$ cat config.mk
export PLATFORM = sky130hd
export DESIGN_NAME = floo_tile_link_buffer
export DESIGN_NICKNAME = d
export VERILOG_FILES = /design/src/rtl/floo_narrow_wide_pkg.sv /design/src/rtl/floo_link_chan_fifo.sv /design/src/rtl/floo_tile_link_buffer.sv
export SDC_FILE = /design/constraint.sdc
export NUM_CORES = 1
export LEC_CHECK = 0
export ABC_AREA = 1
export ABC_CLOCK_PERIOD_IN_PS = 7700
export CORE_MARGIN = 2
export CORE_UTILIZATION = 45
export DETAILED_ROUTE_END_ITERATION = 8
export DONT_BUFFER_PORTS = 1
export HOLD_SLACK_MARGIN = 0.15
export PLACE_DENSITY = 0.65
export RECOVER_POWER = 50
export SLEW_MARGIN = 25
export SYNTH_ARGS = -nofsm -noshare
export SYNTH_HDL_FRONTEND = slang
export SYNTH_SLANG_ARGS = --single-unit
export TNS_END_PERCENT = 10
$ cat constraint.sdc
create_clock -name clk_i -period 7.7 [get_ports clk_i]
set_input_delay 2.31 -clock clk_i [delete_from_list [all_inputs] [get_ports clk_i]]
set_output_delay 2.31 -clock clk_i [all_outputs]
set_load 0.005 [all_outputs]
$ cat src/rtl/floo_narrow_wide_pkg.sv
`default_nettype none
// ============================================================================
//  Module      : floo_narrow_wide_pkg
//  Description : Flit type definitions for the narrow (req/rsp) and wide
//                mesh channels. Every flit carries a header whose 'last'
//                bit marks the final flit of a packet.
//  Revision    : 1.0  initial release
// ============================================================================
package floo_narrow_wide_pkg;

    typedef struct packed {
        logic       last;
        logic [3:0] dst_id;
    } hdr_t;

    typedef struct packed {
        hdr_t        hdr;
        logic [31:0] data;
    } floo_req_t;

    typedef struct packed {
        hdr_t        hdr;
        logic [15:0] data;
    } floo_rsp_t;

    typedef struct packed {
        hdr_t        hdr;
        logic [63:0] data;
    } floo_wide_t;

endpackage
`default_nettype wire

$ cat src/rtl/floo_link_chan_fifo.sv
`default_nettype none
// ============================================================================
//  Module      : floo_link_chan_fifo
//  Description : One channel of the tile link buffer. A Depth-entry FIFO
//                with no bypass (latency 1), plus tracking of whether a
//                packet is currently open on the input side. Input
//                acceptance is additionally gated by gate_open_i.
//  Ports       : clk_i, rst_ni     clock, synchronous active-low reset
//                gate_open_i       1 = input side may accept flits
//                valid_i/ready_o/data_i   upstream handshake + payload
//                valid_o/ready_i/data_o   downstream handshake + payload
//                in_pkt_o          1 = a packet has started but not ended
//                empty_o           1 = no flit buffered
//  Revision    : 1.0  initial release
// ============================================================================
module floo_link_chan_fifo
    import floo_narrow_wide_pkg::*;
#(
    parameter int unsigned Depth  = 2,
    parameter type         flit_t = floo_req_t
) (
    input  logic  clk_i,
    input  logic  rst_ni,
    input  logic  gate_open_i,
    input  logic  valid_i,
    output logic  ready_o,
    input  flit_t data_i,
    output logic  valid_o,
    input  logic  ready_i,
    output flit_t data_o,
    output logic  in_pkt_o,
    output logic  empty_o
);

    localparam int unsigned c_ptr_w = (Depth > 1) ? $clog2(Depth) : 1;
    localparam int unsigned c_cnt_w = $clog2(Depth) + 1;

    localparam logic [c_ptr_w-1:0] c_ptr_one  = c_ptr_w'(1);
    localparam logic [c_cnt_w-1:0] c_cnt_one  = c_cnt_w'(1);
    localparam logic [c_cnt_w-1:0] c_cnt_full = c_cnt_w'(Depth);

    flit_t              r_mem [Depth];
    logic [c_ptr_w-1:0] r_wptr;
    logic [c_ptr_w-1:0] r_rptr;
    logic [c_cnt_w-1:0] r_count;
    logic               r_in_pkt;

    logic w_push;
    logic w_pop;
    logic w_empty;
    logic w_full;

    // ready depends only on registered state and the gate, never on ready_i;
    // a pop while full frees the slot for the following cycle only.
    assign w_empty  = (r_count == '0);
    assign w_full   = (r_count == c_cnt_full);
    assign ready_o  = !w_full && gate_open_i;
    assign valid_o  = !w_empty;
    assign w_push   = valid_i && ready_o;
    assign w_pop    = valid_o && ready_i;
    assign data_o   = r_mem[r_rptr];
    assign in_pkt_o = r_in_pkt;
    assign empty_o  = w_empty;

    // Storage is not reset; the count decides what is valid.
    always_ff @(posedge clk_i) begin
        if (w_push) begin
            r_mem[r_wptr] <= data_i;
        end
    end

    // Pointers wrap naturally since Depth is a power of two.
    always_ff @(posedge clk_i) begin
        if (!rst_ni) begin
            r_wptr   <= '0;
            r_rptr   <= '0;
            r_count  <= '0;
            r_in_pkt <= 1'b0;
        end else begin
            if (w_push) begin
                r_wptr   <= r_wptr + c_ptr_one;
                r_in_pkt <= !data_i.hdr.last;
            end
            if (w_pop) begin
                r_rptr <= r_rptr + c_ptr_one;
            end
            case ({w_push, w_pop})
                2'b10:   r_count <= r_count + c_cnt_one;
                2'b01:   r_count <= r_count - c_cnt_one;
                default: r_count <= r_count;
            endcase
        end
    end

`ifndef SYNTHESIS
    // Upstream must hold valid and payload until the flit is taken.
    a_valid_held : assert property (@(posedge clk_i) disable iff (!rst_ni)
        (valid_i && !ready_o) |=> valid_i);
    a_data_stable : assert property (@(posedge clk_i) disable iff (!rst_ni)
        (valid_i && !ready_o) |=> $stable(data_i));
`endif

endmodule
`default_nettype wire

$ cat src/rtl/floo_tile_link_buffer.sv
`default_nettype none
// ============================================================================
//  Module      : floo_tile_link_buffer
//  Description : Elastic, isolatable buffer on one mesh link between two
//                tiles. Retimes the narrow req, narrow rsp and wide channels
//                and provides a packet-safe isolate/drain handshake: once
//                isolation is requested, open packets may finish but no new
//                packet is accepted; isolated_o rises once every channel is
//                idle and empty. The downstream side is never gated.
//  Ports       : clk_i, rst_ni     clock, synchronous active-low reset
//                isolate_i         level request to drain and isolate
//                isolated_o        1 = isolated, inputs blocked
//                busy_o            1 = any channel FIFO non-empty
//                {req,rsp,wide}_valid_i/_ready_o/_i  upstream side
//                {req,rsp,wide}_valid_o/_ready_i/_o  downstream side
//  Revision    : 1.0  initial release
// ============================================================================
module floo_tile_link_buffer
    import floo_narrow_wide_pkg::*;
#(
    parameter int unsigned Depth       = 2,
    parameter type         flit_req_t  = floo_req_t,
    parameter type         flit_rsp_t  = floo_rsp_t,
    parameter type         flit_wide_t = floo_wide_t
) (
    input  logic       clk_i,
    input  logic       rst_ni,
    input  logic       isolate_i,
    output logic       isolated_o,
    output logic       busy_o,

    input  logic       req_valid_i,
    output logic       req_ready_o,
    input  flit_req_t  req_i,
    output logic       req_valid_o,
    input  logic       req_ready_i,
    output flit_req_t  req_o,

    input  logic       rsp_valid_i,
    output logic       rsp_ready_o,
    input  flit_rsp_t  rsp_i,
    output logic       rsp_valid_o,
    input  logic       rsp_ready_i,
    output flit_rsp_t  rsp_o,

    input  logic       wide_valid_i,
    output logic       wide_ready_o,
    input  flit_wide_t wide_i,
    output logic       wide_valid_o,
    input  logic       wide_ready_i,
    output flit_wide_t wide_o
);

    localparam logic [1:0] c_st_run      = 2'd0;
    localparam logic [1:0] c_st_drain    = 2'd1;
    localparam logic [1:0] c_st_isolated = 2'd2;

    // Channel index: 0 = req, 1 = rsp, 2 = wide.
    logic [1:0] r_state;
    logic       r_isolated;
    logic       r_alive;
    logic [2:0] w_in_pkt;
    logic [2:0] w_empty;
    logic [2:0] w_gate;
    logic       w_all_idle;

    // r_alive holds all inputs closed during reset and for the release cycle.
    always_comb begin
        w_gate = 3'b000;
        if (r_alive) begin
            case (r_state)
                c_st_run:   w_gate = 3'b111;
                c_st_drain: w_gate = w_in_pkt;
                default:    w_gate = 3'b000;
            endcase
        end
    end

    assign w_all_idle = (w_in_pkt == 3'b000) && (w_empty == 3'b111);
    assign busy_o     = (w_empty != 3'b111);
    assign isolated_o = r_isolated;

    always_ff @(posedge clk_i) begin
        if (!rst_ni) begin
            r_state    <= c_st_run;
            r_isolated <= 1'b0;
            r_alive    <= 1'b0;
        end else begin
            r_alive <= 1'b1;
            case (r_state)
                c_st_run: begin
                    if (isolate_i) begin
                        r_state <= c_st_drain;
                    end
                end
                c_st_drain: begin
                    // Dropping the request wins over completing the drain.
                    if (!isolate_i) begin
                        r_state <= c_st_run;
                    end else if (w_all_idle) begin
                        r_state    <= c_st_isolated;
                        r_isolated <= 1'b1;
                    end
                end
                c_st_isolated: begin
                    if (!isolate_i) begin
                        r_state    <= c_st_run;
                        r_isolated <= 1'b0;
                    end
                end
                default: begin
                    r_state    <= c_st_run;
                    r_isolated <= 1'b0;
                end
            endcase
        end
    end

    floo_link_chan_fifo #(
        .Depth  (Depth),
        .flit_t (flit_req_t)
    ) u_req_fifo (
        .clk_i       (clk_i),
        .rst_ni      (rst_ni),
        .gate_open_i (w_gate[0]),
        .valid_i     (req_valid_i),
        .ready_o     (req_ready_o),
        .data_i      (req_i),
        .valid_o     (req_valid_o),
        .ready_i     (req_ready_i),
        .data_o      (req_o),
        .in_pkt_o    (w_in_pkt[0]),
        .empty_o     (w_empty[0])
    );

    floo_link_chan_fifo #(
        .Depth  (Depth),
        .flit_t (flit_rsp_t)
    ) u_rsp_fifo (
        .clk_i       (clk_i),
        .rst_ni      (rst_ni),
        .gate_open_i (w_gate[1]),
        .valid_i     (rsp_valid_i),
        .ready_o     (rsp_ready_o),
        .data_i      (rsp_i),
        .valid_o     (rsp_valid_o),
        .ready_i     (rsp_ready_i),
        .data_o      (rsp_o),
        .in_pkt_o    (w_in_pkt[1]),
        .empty_o     (w_empty[1])
    );

    floo_link_chan_fifo #(
        .Depth  (Depth),
        .flit_t (flit_wide_t)
    ) u_wide_fifo (
        .clk_i       (clk_i),
        .rst_ni      (rst_ni),
        .gate_open_i (w_gate[2]),
        .valid_i     (wide_valid_i),
        .ready_o     (wide_ready_o),
        .data_i      (wide_i),
        .valid_o     (wide_valid_o),
        .ready_i     (wide_ready_i),
        .data_o      (wide_o),
        .in_pkt_o    (w_in_pkt[2]),
        .empty_o     (w_empty[2])
    );

endmodule
`default_nettype wire
### Word-level counts from Yosys, hierarchy flattened

Memories as Yosys holds them, arrays and structs flattened. A register that Yosys moved wholly into a read port is not among the register bits.
Cells that the tools add are included.

| storage, ports and cells | value |
|---|---|
| bits in writable memories | 254 |
| memories | 3 |
| register bits | 19 |

Memory list:

| name | words | width | read ports | clocked after Yosys merged registers in | write ports | line | source |
|---|---|---|---|---|---|---|---|
| u_wide_fifo.r_mem | 2 | 69 | 1 | 1 | 1 | floo_link_chan_fifo.sv:42 | `flit_t r_mem [Depth];` |
| u_req_fifo.r_mem | 2 | 37 | 1 | 1 | 1 | floo_link_chan_fifo.sv:42 |  |
| u_rsp_fifo.r_mem | 2 | 21 | 1 | 1 | 1 | floo_link_chan_fifo.sv:42 |  |

| cells by class | value |
|---|---|
| $add $sub $neg | 12 |
| reduce and logical (&&, ||, !) cells | 29 |
| equal/unequal tests | 18 |
| bitwise gates (word level) | 1 |
| muxes and demuxes | 27 |

Operators by type and width:

| operator | number |
|---|---|
| $mux 1 | 16 |
| $eq 2x2->1 const B | 7 |
| $pmux 2 s2 | 3 |
| $logic_and 1x1->1 | 10 |
| $logic_not 1->1 | 9 |
| $eq 2x1->1 const B | 4 |
| $logic_not 2->1 | 4 |
| $mux 2 | 4 |
| $ne 2x2->1 const B | 4 |
| $add 1x1->1 const B | 6 |
| $add 2x1->2 const B | 3 |
| $ne 3x3->1 const B | 2 |
| $pmux 2 s3 | 1 |
| $pmux 3 s2 | 1 |
| $reduce_bool 2->1 | 3 |
| $sub 2x1->2 const B | 3 |
| $reduce_and 4->1 | 1 |
| $eq 3x3->1 const B | 1 |
| $logic_not 3->1 | 1 |
| $mux 3 | 1 |
| $pmux 1 s3 | 1 |
| $reduce_and 3->1 | 1 |
| $not 1->1 | 1 |

### Longest topological paths before layout

Gate-level depths: netlist (run 1).

| logic depth | value |
|---|---|
| word-level depth | 7 |
| gate-level depth with buffers | 10 |
| mapped depth without buffers | 10 |

### Hierarchy

From an unflattened synthesis (run 1), not the netlist that was laid out.

| unflattened totals | value |
|---|---|
| cell total of the unflattened synthesis | 571 |
| area total of the unflattened synthesis | 10521.3 um2 |

By module, submodules not included:

| module | cells each | times used | area an instance (um2) |
|---|---|---|---|
| floo_link_chan_fifo (u_wide_fifo) | 263 | 1 | 5323.9 |
| floo_link_chan_fifo (u_req_fifo) | 163 | 1 | 3135.5 |
| floo_link_chan_fifo (u_rsp_fifo) | 113 | 1 | 1858.0 |
| floo_tile_link_buffer | 32 | 1 | 203.9 |

### Least setup slack after synthesis (run 1)

No wires, ideal clock.

| path | value |
|---|---|
| path kind | input to register |
| start point | in wide_valid_i |
| end point | mem u_wide_fifo.r_mem[1][0] (netlist bit), enable pin |
| slack | 1.790 ns |
| stages | 2 |
| arrival | 5.411 ns |
| setup time | 0.498 ns |
| buffers on the path | 0 |
| cells stage by stage | nand4_1 -> nor2_1 |

| between the ends | value |
|---|---|
| word-level cells in the longest chain between the ends | 3 |

Ends and longest elaborated chain:

| item | line | source |
|---|---|---|
| start, declared | floo_tile_link_buffer.sv:46 | `input logic wide_valid_i,` |
| $logic_and 1x1->1 | floo_link_chan_fifo.sv:59 | `assign w_push = valid_i && ready_o;` |
| $mux 1 | floo_link_chan_fifo.sv:67 | `if (w_push) begin` |
| $mux 1 (implied by the code) | floo_link_chan_fifo.sv:68 | `r_mem[r_wptr] <= data_i;` |
| end, declared | floo_link_chan_fifo.sv:42 |  |

No other way between the ends.

==> results of run 1 <==
==> final timing paths <==
path | slack, ps | depth (start not counted) | to | startpoint
min | 450 | 1 | u_req_fifo.r_rptr | u_req_fifo.r_rptr
max | 3390 | 1 | wide_o[39] | flip-flop
max reg2reg | 5020 | 5 | u_rsp_fifo.r_mem[1][10] | r_state[1]
min reg2reg | 450 | 1 | u_req_fifo.r_rptr | u_req_fifo.r_rptr
==> sequential cells by signal, indices dropped and copies added (netlist names), named ones only <==
| name | flops |
|---|---|
| u_rsp_fifo.in_pkt_o | 1 |
| u_req_fifo.r_count | 2 |
| u_req_fifo.r_rptr | 1 |
| u_rsp_fifo.r_rptr | 1 |
| u_rsp_fifo.r_count | 2 |
| u_wide_fifo.r_rptr | 1 |
| u_wide_fifo.r_wptr | 1 |
| r_state | 2 |
| isolated_o | 1 |
| u_rsp_fifo.r_mem | 42 |
| u_req_fifo.r_wptr | 1 |
| u_rsp_fifo.r_wptr | 1 |
| u_req_fifo.r_mem | 74 |
| u_wide_fifo.r_mem | 138 |
| u_wide_fifo.r_count | 2 |
| r_alive | 1 |
| u_wide_fifo.in_pkt_o | 1 |
| u_req_fifo.in_pkt_o | 1 |
==> area by class of cell <==
cell class,count,area (um^2)
clock inverter,22,239
clock buffer,30,708
fill,1780,11000
multi-input combinational,222,1940
inverter,27,103
tap,285,357
timing repair buffer,5,62.6
sequential,276,8070
==> cells by family after synthesis <==
family	Yosys count	share of synthesized area [%]
DFF	276	79.0
and+or+nand+nor	64	2.82
adders and majority gates	3	0.368
muxes	127	14.4
buffers and inverters	42	2.03
AOI/OAI and AO/OA	28	1.40
==> cell usage after synthesis, drive strengths merged <==
master | n | area [um^2]
a21boi | 1 | 7.51
clkinv | 1 | 8.76
inv | 26 | 97.6
or2 | 1 | 6.26
mux2 | 127 | 1470
nor2 | 28 | 123
a21oi | 18 | 90.1
buf | 15 | 101
nand4 | 2 | 12.5
edfxtp | 254 | 7630
o21ai | 9 | 45.0
ha | 3 | 37.5
nand3 | 4 | 20.0
and3 | 2 | 12.5
nand2 | 23 | 93.8
nor3 | 4 | 20.0
dfxtp | 22 | 440
==> per-layer routing <==
| layer | vias to the layer above | global-route usage [%] | wire, um |
|---|---|---|---|
| li1 | 2084 | - | - |
| met1 | 2240 | 15.9 | 6610 |
| met2 | 223 | 24.3 | 8850 |
| met3 | 34 | 6.44 | 2160 |
| met4 | 0 | 4.98 | 474 |
| met5 | - | 0 | 0 |
==> per-stage QoR <==
| step | setup slack (ps) | util (%) | total power [mW] |
|---|---|---|---|
| 2_1_floorplan | 1790 | - | 2.05 |
| 3_3_place_gp | 3790 | 46.9 | 2.10 |
| 3_5_place_dp | 3730 | 46.9 | 2.12 |
| 4_1_cts | 3320 | 51.2 | 3.48 |
| 5_1_grt | 3280 | 51.2 | 3.57 |
| 6_report | 3390 | 51.2 | 3.43 |
==> power by group through the flow <==
| stage | sequential, mW | combinational [mW] | clock (mW) |
|---|---|---|---|
| after CTS | 1.79 | 0.299 | 1.40 |
| after global routing | 1.79 | 0.321 | 1.45 |
| final | 1.78 | 0.293 | 1.35 |
| after floorplan | 1.78 | 0.267 | 0 |
| after detailed placement | 1.82 | 0.297 | 0 |
| after global placement | 1.81 | 0.289 | 0 |
==> results.txt, run 1 <==
Vias -> 4581
Port buffer count -> 0
Root Buffer -> clkbuf_16
Slew Viols, Final -> 44
Final hold vios -> 0
Critical path's slowest cell -> dfxtp_4
Antenna diodes -> 0
Antenna viol nets, final -> 0
Max Cap Violations -> 2
First-pass GRT wire length -> 26.5 mm
Dpl cells -> 813
Avg WL per Cell -> 20.9 um
Synth Register Bits -> 276
Post-CTS setup buffer count -> 0
Die height -> 155 um
Sequential power share -> 52.0%
Total gr overflow -> 0
Share of layout cells above drive strength 1 -> 31.6%
Post-route minimum period -> 4310 ps
Clock buffer count from CTS -> 28
Clock skew -> 19.0 ps
Clock insertion delay at the later pin of the skew report -> 540 ps
Crit start category -> flip-flop
Area after DPL -> 10500 um^2
Die area -> 23900 um^2
DR pass1 iterations -> 4
Violated checks -> capacitance limit, slew limit
Io pins -> 271
Mapped Nets -> 679
H-tree levels -> 1
Mapped Cells -> 540
Type of the worst setup path -> reg -> out
Switching power of the nets -> 762 uW
Status -> finished, violations left
Number of DRC markers in iteration 0 -> 197
Fin crit share -> 56.0%
Vias in the first global route -> 4709
Internal -> 2.67 mW
Row Count -> 55
Critical path capture point type -> output pin
CP arrival -> 2000 ps
Worst path top cell family by delay -> flip-flops
Seq/Total Area, Yosys -> 79.0%
DP HPWL -> 11.9 mm
Hold Path Class -> reg -> reg
Power share of the clock group -> 39.5%
Finish-stage setup viols -> 0
Pin count of the biggest net entering global routing -> 71
Post-CTS Hold Buffers -> 0
Worst-path clk slew -> 60 ps
Finished Layout Cells -> 867
Crit path largest cell delay -> 980 ps
Avg Synthesized Cell Area -> 18.9 um^2
Placer Congestion -> 0.723
Initial antenna violation count -> 0
Commonest non-fill, non-tap cell in the layout -> edfxtp_1
Routed wire length -> 18.1 mm
GRT Total Usage -> 14.3%
Number of distinct library cells after synthesis -> 25
Worst Tran Pin Value -> 1800 ps
Fin Hold WS -> 453 ps
Combinational fraction of design power -> 8.5%
Syn-to-layout area delta -> 12.5%
Pwr/cell area -> 299 nW/um^2
Sw frac -> 22.2%
Die Wd -> 155 um
Cts repair resizes -> 0
Worst path bufs/invs -> 0
P_leak -> 3.78 nW
Relative slew slack -> -20.2%
Clock sinks -> 276
Core ar. -> 22400 um^2
Initial Utilization -> 45.5%
Cell area after layout -> 11500 um^2
RSZ-0062 raised after global routing -> false
Number of remaining DRC errors -> 0
Post-route setup TNS -> 0 ps
Post-Syn Area -> 10200 um^2
Crit-path cells -> mux2_2
Fmax -> 232 MHz
Synthesis Warnings -> 0
CTS tree -> done
Vias per std cell -> 5.28
CP max FO -> 69
Most frequent cells in the layout -> edfxtp_1 (254), mux2_2 (117), clkbuf_16 (28)
Worst Path Required -> 5390 ps
Nets -> 699
VDD IR max -> 0.208 mV
Clk buf depth -> 3
No activity file was read; power rests on OpenSTA's default activity.
==> inputs of run 2 (changes only) <==
--- a/config.mk
+++ b/config.mk
@@ -6,13 +6,13 @@
 export NUM_CORES = 1
 export LEC_CHECK = 0
 export ABC_AREA = 1
-export ABC_CLOCK_PERIOD_IN_PS = 7700
+export ABC_CLOCK_PERIOD_IN_PS = 3500
 export CORE_MARGIN = 2
 export CORE_UTILIZATION = 45
 export DETAILED_ROUTE_END_ITERATION = 8
 export DONT_BUFFER_PORTS = 1
 export HOLD_SLACK_MARGIN = 0.15
-export PLACE_DENSITY = 0.65
+export PLACE_DENSITY = 0.67
 export RECOVER_POWER = 50
 export SLEW_MARGIN = 25
 export SYNTH_ARGS = -nofsm -noshare
==> constraint.sdc (replaced) <==
create_clock -name clk_i -period 3.5 [get_ports clk_i]
set_input_delay 1.05 -clock clk_i [delete_from_list [all_inputs] [get_ports clk_i]]
set_output_delay 1.05 -clock clk_i [all_outputs]
set_load 0.005 [all_outputs]
==> run 2 against run 1 <==
  * The run still ends with capacitance limit, slew limit left
  * Sequential power is 120% higher
  * Clock power is 120% higher
  * Combinational power is 120% higher
  * Routed wire length is 1.4% lower
  * Global-route usage is 0.16 points lower
  * Setup slack worse by 2900 ps
  * Register-to-register slack worse by 4500 ps
  * Via count is 0.41% lower
  * Core utilization is 0.24 points lower
  * First-iteration DRC count is 23% higher
  * Clock skew is 2.3 ps higher
==> results.txt, run 2 (synthesis results as in run 1) <==
Status -> finished, violations left (unchanged)
Violated checks -> capacitance limit, slew limit (unchanged)
Row Count -> 55 (unchanged)
VDD IR max -> 0.446 mV (was 0.208 mV)
Type of the worst setup path -> reg -> out (unchanged)
Worst path bufs/invs -> 0 (unchanged)
Avg WL per Cell -> 20.6 um (was 20.9 um)
Reg2reg end -> u_wide_fifo.r_mem[1][37] (was u_rsp_fifo.r_mem[1][10])
Fin Hold WS -> 445 ps (was 453 ps)
Worst Path Required -> 2450 ps (was 5390 ps)
Worst Tran Pin Value -> 1790 ps (was 1800 ps)
Vias -> 4562 (was 4581)
Vias in the first global route -> 4700 (was 4709)
Clk buf depth -> 3 (unchanged)
FF-to-FF Start -> r_state[1] (unchanged)
Antenna viol nets, final -> 0 (unchanged)
Finished Layout Cells -> 866 (was 867)
Worst path top cell family by delay -> flip-flops (unchanged)
Crit start category -> flip-flop (unchanged)
Hold Path Class -> reg -> reg (unchanged)
Pwr/cell area -> 654 nW/um^2 (was 299 nW/um^2)
Post-route minimum period -> 3030 ps
CP arrival -> 1980 ps (was 2000 ps)
Relative slew slack -> -19.4% (was -20.2%)
Critical Path Sink -> wide_o[23] (was wide_o[39])
Dpl cells -> 817 (was 813)
Clock buffer count from CTS -> 28 (unchanged)
DP HPWL -> 12.0 mm (was 11.9 mm)
Vias per std cell -> 5.27 (was 5.28)
R2R depth -> 4 (was 5)
Crit-path cells -> mux2_2 (unchanged)
Slew Viols, Final -> 140 (was 44)
Area after DPL -> 10600 um^2 (was 10500 um^2)
CTS tree -> done (unchanged)
Max FFs per register -> 138 (unchanged)
Max Cap Violations -> 2 (unchanged)
Final Power -> 7.47 mW (was 3.43 mW)
Antenna diodes -> 0 (unchanged)
Nets -> 701 (was 699)
Stages on worst setup path -> 1 (unchanged)
Clock skew -> 21.3 ps (was 19.0 ps)
RSZ-0062 raised after global routing -> false (unchanged)
Number of remaining DRC errors -> 0 (unchanged)
Io pins -> 271 (unchanged)
Post-route setup TNS -> 0 ps (unchanged)
Number of DRC markers in iteration 0 -> 242 (was 197)
Syn-to-layout area delta -> 11.9% (was 12.5%)
R2R setup slack -> 480 ps (was 5020 ps)
Share of layout cells above drive strength 1 -> 30.8% (was 31.6%)
GRT Total Usage -> 14.1% (was 14.3%)
Placer Congestion -> 0.783 (was 0.723)
Pin count of the biggest net entering global routing -> 70 (was 71)
CP max FO -> 69 (unchanged)
Critical path capture point type -> output pin (unchanged)
Clock sinks -> 276 (unchanged)
P_leak -> 3.77 nW (was 3.78 nW)
Cts repair resizes -> 0 (unchanged)
Initial Utilization -> 45.5% (unchanged)
Initial antenna violation count -> 0 (unchanged)
Final hold vios -> 0 (unchanged)
Total gr overflow -> 0 (unchanged)
Core ar. -> 22400 um^2 (unchanged)
Root Buffer -> clkbuf_16 (unchanged)
Finish-stage setup viols -> 0 (unchanged)
H-tree levels -> 1 (unchanged)
Die height -> 155 um (unchanged)
First-pass GRT wire length -> 26.2 mm (was 26.5 mm)
Fmax -> 330 MHz
Hold path cells -> 1 (unchanged)
Most frequent cells in the layout -> edfxtp_1 (254), mux2_2 (117), clkbuf_16 (28) (unchanged)
Routed wire length -> 17.8 mm (was 18.1 mm)
DR pass1 iterations -> 5 (was 4)
Post-CTS Hold Buffers -> 0 (unchanged)
Port buffer count -> 0 (unchanged)
Critical path's slowest cell -> dfxtp_4 (unchanged)
Top reg by flops -> u_wide_fifo.r_mem (unchanged)
Post-CTS setup buffer count -> 0 (unchanged)
Largest regs -> u_wide_fifo.r_mem (138), u_req_fifo.r_mem (74), u_rsp_fifo.r_mem (42) (unchanged)
Crit path largest cell delay -> 900 ps (was 980 ps)
Die Wd -> 155 um (unchanged)
Commonest non-fill, non-tap cell in the layout -> edfxtp_1 (unchanged)
Fin crit share -> 86.7%
Clock insertion delay at the later pin of the skew report -> 530 ps (was 540 ps)
Cell area after layout -> 11400 um^2 (was 11500 um^2)
Worst-path clk slew -> 60 ps (about the same)
Die area -> 23900 um^2 (unchanged)
run 2: power by group:
part           internal (mW)  switching [mW]
sequential              3.81           0.120
clock                   1.76            1.15
combinational          0.290           0.341
run 2: worst min path at each step:
stage	start	to
after floorplan	u_req_fifo.r_rptr	flip-flop
after global placement	u_rsp_fifo.r_rptr	flip-flop
after detailed placement	u_wide_fifo.r_rptr	flip-flop
after CTS	u_wide_fifo.r_rptr	flip-flop
after global routing	u_wide_fifo.r_rptr	flip-flop
final	u_wide_fifo.r_rptr	flip-flop
run 2: per-stage QoR:
step / worst slack [ps] / utilization [%]
3_3_place_gp: 1080 / 47.2
4_1_cts: 395 / 51.3
2_1_floorplan: -1140 / -
6_report: 466 / 50.9
3_5_place_dp: 1010 / 47.2
5_1_grt: 193 / 50.9
run 2: layout make-up:
cell class                 instances  area (um^2)
tap                              285          357
timing repair buffer               7         37.5
sequential                       276         8070
fill                            1807        11000
multi-input combinational        222         1940
clock buffer                      33          719
inverter                          27          106
clock inverter                    16          200
run 2: per-layer routing:
metal  wire length [um]  GRT usage [%]
met5                  0              0
met4                633           5.07
met3               2190           7.28
met2               8870           24.4
met1               6150           14.7
